--- config.mk ---
export PLATFORM = sky130hd
export DESIGN_NAME = display_scan_ctrl
export DESIGN_NICKNAME = d
export VERILOG_FILES = /design/src/rtl/display_pkg.sv /design/src/rtl/display_scan_ctrl_seg7.sv /design/src/rtl/display_scan_ctrl.sv
export SDC_FILE = /design/constraint.sdc
export NUM_CORES = 1
export LEC_CHECK = 0
export ABC_AREA = 1
export CORE_UTILIZATION = 61
export CTS_BUF_LIST = sky130_fd_sc_hd__clkbuf_4 sky130_fd_sc_hd__clkbuf_8 sky130_fd_sc_hd__clkbuf_16
export CTS_CLUSTER_SIZE = 12
export DETAILED_ROUTE_END_ITERATION = 6
export PLACE_DENSITY = 0.92
export SLEW_MARGIN = 10
export SYNTH_ARGS = -nofsm -noshare
export SYNTH_HDL_FRONTEND = slang
export SYNTH_SLANG_ARGS = --single-unit
--- constraint.sdc ---
create_clock -name clk -period 7 [get_ports clk]
set_input_delay 0.7 -clock clk [delete_from_list [all_inputs] [get_ports clk]]
set_output_delay 0.7 -clock clk [all_outputs]
set_load 0.02 [all_outputs]
--- src/rtl/display_pkg.sv ---
// Shared types and segment constants for the 7-segment scan controller.
// Segment order is {g,f,e,d,c,b,a}, active-low.
package display_pkg;

  typedef enum logic {
    SHOW,
    BLANK
  } state_t;

  localparam int NUM_DIGITS = 4;

  localparam logic [6:0] SEG_BLANK = 7'h7F;
  localparam logic [6:0] SEG_DASH  = 7'b0111111;

  localparam logic [6:0] SEG_0 = 7'h40;
  localparam logic [6:0] SEG_1 = 7'h79;
  localparam logic [6:0] SEG_2 = 7'h24;
  localparam logic [6:0] SEG_3 = 7'h30;
  localparam logic [6:0] SEG_4 = 7'h19;
  localparam logic [6:0] SEG_5 = 7'h12;
  localparam logic [6:0] SEG_6 = 7'h02;
  localparam logic [6:0] SEG_7 = 7'h78;
  localparam logic [6:0] SEG_8 = 7'h00;
  localparam logic [6:0] SEG_9 = 7'h10;

endpackage

--- src/rtl/display_scan_ctrl_seg7.sv ---
// Nibble to active-low 7-segment glyph; non-decimal nibbles show a dash.
// A high blank input turns every segment off.
module seg7_decode
  import display_pkg::*;
(
  input  logic [3:0] nib,
  input  logic       blank,
  output logic [6:0] seg
);

  always_comb begin
    seg = SEG_DASH;
    if (blank) begin
      seg = SEG_BLANK;
    end else begin
      unique case (nib)
        4'd0:    seg = SEG_0;
        4'd1:    seg = SEG_1;
        4'd2:    seg = SEG_2;
        4'd3:    seg = SEG_3;
        4'd4:    seg = SEG_4;
        4'd5:    seg = SEG_5;
        4'd6:    seg = SEG_6;
        4'd7:    seg = SEG_7;
        4'd8:    seg = SEG_8;
        4'd9:    seg = SEG_9;
        default: seg = SEG_DASH;
      endcase
    end
  end

endmodule

--- src/rtl/display_scan_ctrl.sv ---
// Four-digit multiplexed display scanner with per-slot blanking gap and
// a shadow register that commits new values only at frame boundaries.
module display_scan_ctrl
  import display_pkg::*;
#(
  parameter int TICK_DIV  = 25000,
  parameter int BLANK_CYC = 16
) (
  input  logic        clk,
  input  logic        rst_n,
  input  logic [15:0] bcd_in,
  input  logic [3:0]  dp_in,
  input  logic        load_valid,
  output logic        load_ready,
  input  logic        blank_lz,
  output logic [6:0]  seg,
  output logic [3:0]  digit_sel,
  output logic        DP,
  output logic        frame_done
);

  localparam int MX = (TICK_DIV > BLANK_CYC) ? TICK_DIV : BLANK_CYC;
  localparam int CW = $clog2(MX + 1);
  localparam int BL = (BLANK_CYC > 0) ? BLANK_CYC - 1 : 0;

  localparam logic [CW-1:0] T_LAST = CW'(TICK_DIV - 1);
  localparam logic [CW-1:0] B_LAST = CW'(BL);

  state_t        st, st_n;
  logic [1:0]    k, k_n;
  logic [CW-1:0] cnt, cnt_n;
  logic          run;

  logic [15:0] bcd_act, bcd_sh, bcd_n;
  logic [3:0]  dp_act, dp_sh, dp_n;
  logic        pending, commit, bnd_n;

  logic [3:0] hz;
  logic       lz_blk;
  logic [6:0] seg_d;

  assign load_ready = !pending;
  assign commit     = frame_done && pending;

  // Outputs for the next slot must already see a value committed this edge
  assign bcd_n = commit ? bcd_sh : bcd_act;
  assign dp_n  = commit ? dp_sh  : dp_act;

  always_comb begin
    st_n  = st;
    k_n   = k;
    cnt_n = cnt;
    if (run) begin
      if (st == SHOW) begin
        if (cnt == T_LAST) begin
          cnt_n = '0;
          if (BLANK_CYC > 0) st_n = BLANK;
          else               k_n  = k + 2'd1;
        end else begin
          cnt_n = cnt + CW'(1);
        end
      end else begin
        if (cnt == B_LAST) begin
          cnt_n = '0;
          st_n  = SHOW;
          k_n   = k + 2'd1;
        end else begin
          cnt_n = cnt + CW'(1);
        end
      end
    end
  end

  always_comb begin
    if (BLANK_CYC > 0)
      bnd_n = (st_n == BLANK) && (k_n == 2'd3) && (cnt_n == B_LAST);
    else
      bnd_n = (st_n == SHOW) && (k_n == 2'd3) && (cnt_n == T_LAST);
  end

  // hz[i]: nibble i and every nibble above it are zero
  assign hz[3] = (bcd_n[15:12] == 4'd0);
  assign hz[2] = hz[3] && (bcd_n[11:8] == 4'd0);
  assign hz[1] = hz[2] && (bcd_n[7:4] == 4'd0);
  assign hz[0] = 1'b0;

  assign lz_blk = blank_lz && hz[k_n];

  seg7_decode u_dec (
    .nib   (bcd_n[{k_n, 2'b00} +: 4]),
    .blank ((st_n != SHOW) || lz_blk),
    .seg   (seg_d)
  );

  always_ff @(posedge clk or negedge rst_n) begin
    if (!rst_n) begin
      st  <= SHOW;
      k   <= '0;
      cnt <= '0;
      run <= 1'b0;
    end else begin
      st  <= st_n;
      k   <= k_n;
      cnt <= cnt_n;
      run <= 1'b1;
    end
  end

  always_ff @(posedge clk or negedge rst_n) begin
    if (!rst_n) begin
      bcd_act <= '0;
      dp_act  <= '0;
      bcd_sh  <= '0;
      dp_sh   <= '0;
      pending <= 1'b0;
    end else begin
      if (commit) begin
        bcd_act <= bcd_sh;
        dp_act  <= dp_sh;
        pending <= 1'b0;
      end else if (load_valid && load_ready) begin
        bcd_sh  <= bcd_in;
        dp_sh   <= dp_in;
        pending <= 1'b1;
      end
    end
  end

  always_ff @(posedge clk or negedge rst_n) begin
    if (!rst_n) begin
      seg        <= SEG_BLANK;
      digit_sel  <= 4'hF;
      DP         <= 1'b1;
      frame_done <= 1'b0;
    end else begin
      seg        <= seg_d;
      digit_sel  <= (st_n == SHOW) ? ~(4'b0001 << k_n) : 4'hF;
      DP         <= (st_n == SHOW) ? ~dp_n[k_n] : 1'b1;
      frame_done <= bnd_n;
    end
  end

endmodule

* After elaboration in Yosys (flattened, before gate mapping)
Memories as Yosys holds them, arrays and structs flattened. Cells that the tools add are included.
Word-level totals: flip-flop bits (word level) 73, memory bits (read-only) 112, input port bits 24, output and inout port bits 14, word-level logic and storage cells 62, memories 1
Memories:
- (no name shown) | depth 16, bits a word 7, rd ports 1, clocked after Yosys merged registers in 0, wr ports 0, line display_scan_ctrl_seg7.sv:16 | unique case (nib)
Cells by class: add/sub/neg operators 2, order comparisons 1, equal/unequal tests 4, shift operators 2, muxes and demuxes 22, bitwise operators 3, reductions and logical operators 14
Operators with widths (count):
- $mux 15 | 4
- $eq 15x4->1 const B | 2
- $mux 16 | 1
- $shiftx 16x5->4 | 1
- $add 15x1->15 const B | 1
- $eq 15x15->1 const B | 1
- $logic_not 4->1 | 3
- $mux 1 | 9
- $mux 4 | 2
- $logic_and 1x1->1 | 7
- $mux 7 | 1
- $mux 2 | 3
- $bmux 1 s2 | 2
- $not 4->4 | 1
- $shl 1x2->4 const A | 1
- $lt 2x3->1 const B | 1
- $add 2x1->2 const B | 1
- $eq 2x2->1 const B | 1
- $not 1->1 | 2
- $reduce_and 2->1 | 1
- $reduce_bool 2->1 | 1
- $logic_not 1->1 | 1
- $logic_or 1x1->1 | 1

* Longest topological paths before layout
Gate-level depths: netlist of run 1.
depth in word-level cells 10, depth in mapped cells 17

* Hierarchy
From an unflattened synthesis of run 1, not the netlist that was laid out.
Unflattened totals: cells, all modules 404, area, all modules 3607.2 um^2
By module, submodules not included:
- display_scan_ctrl | times used 1, cells each 367, area an instance 3410.8 um^2, seq. area each 1841.8 um^2
- seg7_decode | times used 1, cells each 37, area an instance 196.4 um^2, seq. area each 0.0 um^2

* Least setup slack after synthesis of run 1
No wires, ideal clock.
path type register to register, from reg cnt[0], to reg seg[0], arrival time 2.120 ns, required time 6.917 ns, slack 4.798 ns, stages on the path, launching flop included 17, path buffers 1, path through dfrtp_1 > ha_1 > nand3_4 > nor2_8 > nand3_2 > nand2_4 > nand2_4 > buf_6 > nand3_1 > nand2_1 > nor2_2 > inv_1 > ha_1 > inv_1 > nand3_1 > nand3_1 > nand3_1
On the way: cells in the longest elaborated chain, start to end 9
RTL lines:
- start: declaration | line display_scan_ctrl.sv:31 | logic [CW-1:0] cnt, cnt_n;
- start signal: assignment | line display_scan_ctrl.sv:104 | cnt <= cnt_n;
- parallel branches: the longest is 8 deep, another holds $mem_v2 16x7
- $mux 7 * | line display_scan_ctrl_seg7.sv:13 | if (blank) begin
- net seg_d[0] | line display_scan_ctrl.sv:40 | logic [6:0] seg_d;
- end signal: assignment | line display_scan_ctrl.sv:136 | seg <= seg_d;
- end: declaration | line display_scan_ctrl.sv:16 | output logic [6:0] seg,
Mark *: on every way through the listed nets, which the timed path passes. The select of a mux whose other input is x is not followed. A chain may end at the register's enable or synchronous reset.

* Worst setup path after layout of run 1
from reg cnt[0], to reg seg[3]
The elaborated chain is that of the path after synthesis.

==> metrics.cfg, run 1 <==
[die]
num_rows=28
start_util_pct=63.68
die_h_um=80.85
io_pins=38
core-area_sq_um=5956
die-area_sq_um=6537
die_w_um=80.85

[setup_path]
cp.required_ns=7.28
critPathSlowestCell=dfrtp_1
cp.arrival_ns=2.94
cp.depth=15
reg2reg_setup_slack_ns=4.34
crit_type=reg2reg
path_max_fanout=11
end_kind=flop
reg2reg_depth=15
start_kind=flop
timing.rr.start=cnt[0]
critPathMaxStageDelay_ns=0.38
worstPathBufferInverterCount=2
worstPathCellList=ha_1 -> nand3_4 -> nor2_8 -> nand3_4 -> nand2_1 -> nand2_1 -> nand3_1 -> nand2_1 -> nor2_2 -> inv_1 -> ha_1 -> inv_1 -> nand3_1 -> nand3_1 -> nand3_1
worstReg2RegEnd=seg[3]
crit_path_frequent_cell=nand3_1
cp_top_family=simple AND/OR/NAND/NOR gates

[finish]
finalNetCount=494
drive_above_1_share_pct=19.02
fillers=357
stdcell_area_sq_um=4425
diodes=0
syn_to_final_growth_pct=16.69

[detailed_routing]
vias_per_cell=5.602
routedWlPerCell_um=15.40
route.antenna.remaining_nets=0
drt_first_pass_iters=5
drcViolationCount=0
routed_wl_um=8362
first_iter_violations=255
via_count=3042

[timing]
finalCritPeriodShare_pct=38.03
rsz0062_at_grt=false
finClkSkew_ns=0.01045
min_period_ns=2.662
maxSlewViolCount=0
tns_ns=0
finalHoldViolations=0
worstMarginPinSlew_ns=0.8884
relSlewSlack_pct=40.77
max_freq_mhz=375.7
setup_viol=0

[min_path]
holdPathEnd=bcd_sh[1]
hp-start=bcd_sh[1]
hp-class=reg2reg
hold_path_depth=1

[outcome]
outcome=completed

[clocking]
hold_buffers=0
postCtsSetupBuffers=0
path_clk_slew_ns=0.08
cts_sinks=73
cts_made_buffers=9
root_buffer=clkbuf_8
cts_tree=built
clk_path_buf_depth=2
insertion_delay_ns=0.36
htreeDepth=3
cts_resized=0

[grt]
grt_use_total_pct=27.32
grt_max_degree=74
antenna_found_initial=0
grt_pass1_wl_um=13420
globalRoute.totalOverflow=0
grt_pass1_vias=2911

[synthesis]
synth-seq-cells=73
yosysSeqAreaShare_pct=48.56
yosysMostFrequentCell=nand2_1
yosysWarningCount=0
ys_top_cells_by_count=nand2_1, dfrtp_1, inv_1
synth_area_sq_um=3792
synth.area.top_cells=dfrtp_1, nand2_1, dfstp_2
synth_top_area_share_pct=40.25
syn-num-nets=456
synth_cell_types=34
synth_edf_count=0
postSynth.asyncResetShare_pct=100.0
synth_ff_type=dfrtp_1
synthCells=425
synth_area_leader_cell=dfrtp_1
syn_avg_cell_area_sq_um=8.923

[power]
power.density_nw_per_um2=224.5
ir_drop_mv=0.1478
p_leak_nw=2.416

[flow_run]
maxCapViolCount=0

[place]
gp_congestion=0.9264
place_area_sq_um=4189
port_buffers=37
dp_hpwl_um=5497

==> kinds of logic after synthesis <==
| family | Yosys count | synth area share (%) |
|---|---|---|
| other | 1 | 0.09888 |
| adders and majority gates | 7 | 2.309 |
| DFF | 73 | 48.56 |
| AOI/OAI and AO/OA | 17 | 2.474 |
| muxes | 28 | 8.314 |
| xor gates and xnor gates | 4 | 0.9237 |
| buffers and inverters | 72 | 7.885 |
| and+or+nand+nor | 223 | 29.43 |
==> through the flow <==
stage	hold WS, ns	setup WS (ns)	std cells	utilization [%]	total power [mW]
3_5_place_dp	0.4941	4.401	527	70.34	0.6118
2_1_floorplan	0.4044	4.798	425	-	0.5675
3_3_place_gp	0.4795	4.605	527	70.34	0.6066
6_report	0.5088	4.338	543	74.31	0.9934
4_1_cts	0.5120	4.373	543	74.31	0.9941
5_1_grt	0.5265	4.159	543	74.31	1.038
==> power breakdown <==
group	internal (mW)	switching (mW)	total, mW	leakage (nW)
Sequential	0.443	0.0298	0.473	0.954
Combinational	0.0541	0.0783	0.132	1.34
Clock	0.223	0.166	0.388	0.117
Total	0.720	0.274	0.993	2.42
==> registers in the layout, summed over array words and instances (netlist names), 2 cells and up <==
signal / count
bcd_act: 16
bcd_sh: 16
cnt: 15
digit_sel: 4
dp_act: 4
dp_sh: 4
k: 2
seg: 7
==> routing by layer <==
layer	vias up	routed length, um	global-route usage (%)
li1	1428	-	-
met2	100	4176	45.29
met4	0	240	13.04
met5	-	0	0
met3	25	443	4.944
met1	1489	3502	34.53
==> placed cells by master (no fill, tap or decap), types with 6 or more instances in the layout <==
| cell type | n |
|---|---|
| clkbuf_8 | 11 |
| clkdlybuf4s50_1 | 36 |
| dfrtp_1 | 61 |
| dfstp_2 | 12 |
| ha_1 | 7 |
| inv_1 | 59 |
| mux2_2 | 27 |
| nand2_1 | 90 |
| nand2_2 | 7 |
| nand3_1 | 51 |
| nand3_2 | 6 |
| nand4_1 | 12 |
| nor2_1 | 30 |
| nor3_1 | 7 |
| o21ai_0 | 9 |
==> how the worst max path moves through the flow <==
stage                     startpoint      to  slack (ns)
final                         cnt[0]  seg[3]        4.34
after detailed placement      cnt[0]  seg[3]        4.40
after global routing          cnt[0]  seg[3]        4.16
after CTS                     cnt[0]  seg[3]        4.37
after global placement        cnt[0]  seg[0]        4.61
after floorplan               cnt[0]  seg[0]        4.80
==> worst register-to-register path: stages (launching register included) <==
cell	delay, ns
dfrtp_1	0.38
ha_1	0.27
nand3_4	0.13
nor2_8	0.18
nand3_4	0.13
nand2_1	0.08
nand2_1	0.24
nand3_1	0.20
nand2_1	0.08
nor2_2	0.21
inv_1	0.13
ha_1	0.21
inv_1	0.06
nand3_1	0.10
nand3_1	0.11
nand3_1	0.07
==> layout make-up <==
cell class	instances	area, sq um	area share, %
flip-flops and latches	73	1842	41.62
clock inverters	5	85.08	1.923
clock buffers	11	151.4	3.421
repair buffers	38	372.9	8.425
multi-input cells	280	1652	37.32
well taps	75	93.84	2.120
inverters	61	229.0	5.174
No activity file was read; power rests on OpenSTA's default activity.
==> inputs of run 2 (changes only) <==
--- a/config.mk
+++ b/config.mk
@@ -6,11 +6,11 @@
 export NUM_CORES = 1
 export LEC_CHECK = 0
 export ABC_AREA = 1
-export CORE_UTILIZATION = 61
+export CORE_UTILIZATION = 57
 export CTS_BUF_LIST = sky130_fd_sc_hd__clkbuf_4 sky130_fd_sc_hd__clkbuf_8 sky130_fd_sc_hd__clkbuf_16
 export CTS_CLUSTER_SIZE = 12
 export DETAILED_ROUTE_END_ITERATION = 6
-export PLACE_DENSITY = 0.92
+export PLACE_DENSITY = 0.87
 export SLEW_MARGIN = 10
 export SYNTH_ARGS = -nofsm -noshare
 export SYNTH_HDL_FRONTEND = slang
==> constraint.sdc (replaced) <==
create_clock -name clk -period 2.7 [get_ports clk]
set_input_delay 0.27 -clock clk [delete_from_list [all_inputs] [get_ports clk]]
set_output_delay 0.27 -clock clk [all_outputs]
set_load 0.02 [all_outputs]
==> run 2 against run 1 <==
  * Fmax grew 5.6%
  * Setup slack lost 4.2 ns
  * Sequential power grew to 2.6 times the previous value
  * Largest cell class unchanged
  * Highest routed layer unchanged
==> metrics.cfg, run 2 (synthesized netlist as in run 1, its figures left out) <==
[finish]
diodes=0
finalNetCount=500
mostFrequentLayoutCells=nand2_1, dfrtp_1, inv_1, nand3_1, clkdlybuf4s50_1
utilization_pct=70.55
top_regs=bcd_act (16), bcd_sh (16), cnt (15)
drive_above_1_share_pct=20.46
finalNonFillerCells=551
syn_to_final_growth_pct=18.81
layout_commonest_cell=nand2_1

[detailed_routing]
routedWlPerCell_um=14.55
drcViolationCount=0
via_count=3045
vias_per_cell=5.526
met1_length_um=3361
drt_first_pass_iters=5
met2_wirelength_um=3973
route.antenna.remaining_nets=0
first_iter_violations=190
dr_wl_met3_um=440
routed_wl_um=8019
top_layer=met4

[timing]
finClkSkew_ns=0.009609
min_period_ns=2.520
rsz0062_at_grt=false
finalCritPeriodShare_pct=93.34
worstMarginPinSlew_ns=0.6873
setup_viol=0
max_freq_mhz=396.8
relSlewSlack_pct=54.18
maxSlewViolCount=0
tns_ns=0
finalHoldViolations=0

[place]
gp_congestion=0.9317
port_buffers=37
dpl.cell_count=534
dp_hpwl_um=5645

[grt]
globalRoute.totalOverflow=0
grt_pass1_wl_um=13650
grt_pass1_vias=3082
grt_max_degree=45
grt_use_total_pct=24.94
antenna_found_initial=0

[clocking]
htreeDepth=3
root_buffer=clkbuf_8
cts_sinks=73
cts_tree=built
insertion_delay_ns=0.35
cts_made_buffers=9
postCtsSetupBuffers=0
path_clk_slew_ns=0.08
clk_path_buf_depth=2

[setup_path]
start_kind=flop
cp.required_ns=2.97
path_max_fanout=8
critPathSlowestCell=dfrtp_1
critPathMaxStageDelay_ns=0.41
crit_path_frequent_cell=nand3_1
worstPathCellList=ha_2 -> nand3_4 -> nor2_8 -> nand3_4 -> nand2_1 -> nand2_1 -> nand3_1 -> nand2_1 -> nor2_2 -> inv_1 -> ha_1 -> inv_1 -> nand3_1 -> nand3_1 -> nand3_1
crit_type=reg2reg
cp.arrival_ns=2.79
end_kind=flop
reg2reg_depth=15

[die]
io_pins=38
start_util_pct=59.38
core-area_sq_um=6386
die-area_sq_um=6983
num_rows=29
die_h_um=83.57
die_w_um=83.57

[power]
power.density_nw_per_um2=586.0
total_power_mw=2.640
p_leak_nw=2.449
ir_drop_mv=0.5075

[min_path]
hp-class=in2async

[flow_run]
maxCapViolCount=0

[outcome]
outcome=completed

-- run 2: cell types whose count changed in the layout (fill, tap and decap cells not counted), moves of 2 or more --
cell      delta
buf_4        +4
clkbuf_8     -2
nand2_1      -2
nand2_2      +2
-- run 2: worst paths after layout --
path                           start         to  slack [ns]
max                           cnt[0]     seg[0]        0.18
min in group clk           dp_act[3]  dp_act[3]        0.51
min                            rst_n   dp_sh[0]        0.49
max reg2reg                   cnt[0]     seg[0]        0.18
max in group asynchronous      rst_n     seg[3]        1.48
min reg2reg                dp_act[3]  dp_act[3]        0.51
-- run 2: where the power goes --
part	leakage, nW	switching, mW	internal [mW]	total, mW
registers	0.954	0.0796	1.15	1.23
clock network	0.121	0.418	0.629	1.05
logic	1.37	0.216	0.149	0.365
-- run 2: per-layer routing --
layer	global-route usage (%)	vias up
met4	12.17	0
met1	29.76	1463
met3	6.231	28
met5	0	-
met2	42.05	107
li1	-	1447
-- run 2: layout make-up --
class	instances	area, sq um
clock buffer	10	131.4
sequential	73	1842
multi-input combinational	280	1659
timing repair buffer	44	432.9
fill	441	1881
inverter	61	229.0
tap	77	96.34
clock inverter	6	115.1
-- run 2: worst max-delay path, delay by kind of cell (launching register included) --
kind,cells,cell delay [ns]
AND/OR/NAND/NOR,11,1.36
adder cells (fa/ha/maj),2,0.47
flip-flops,1,0.41
buffers and inverters,2,0.20
-- run 2: stage by stage --
stage                     setup WS (ns)  area, sq um  hold slack [ns]
after global routing            0.02742         4506           0.5237
after global placement           0.3980         4242           0.3320
after floorplan                  0.4975         3792         -0.02559
final                            0.1799         4506           0.4930
after CTS                        0.1858         4498           0.5098
after detailed placement         0.2155         4242           0.3499
-- run 2: repair_timing --
action	4_1_cts	5_1_grt
setup endpoints to repair	0	4
hold buffers	1	0
gates resized for setup	0	3
endpoints found under the hold margin	24	0
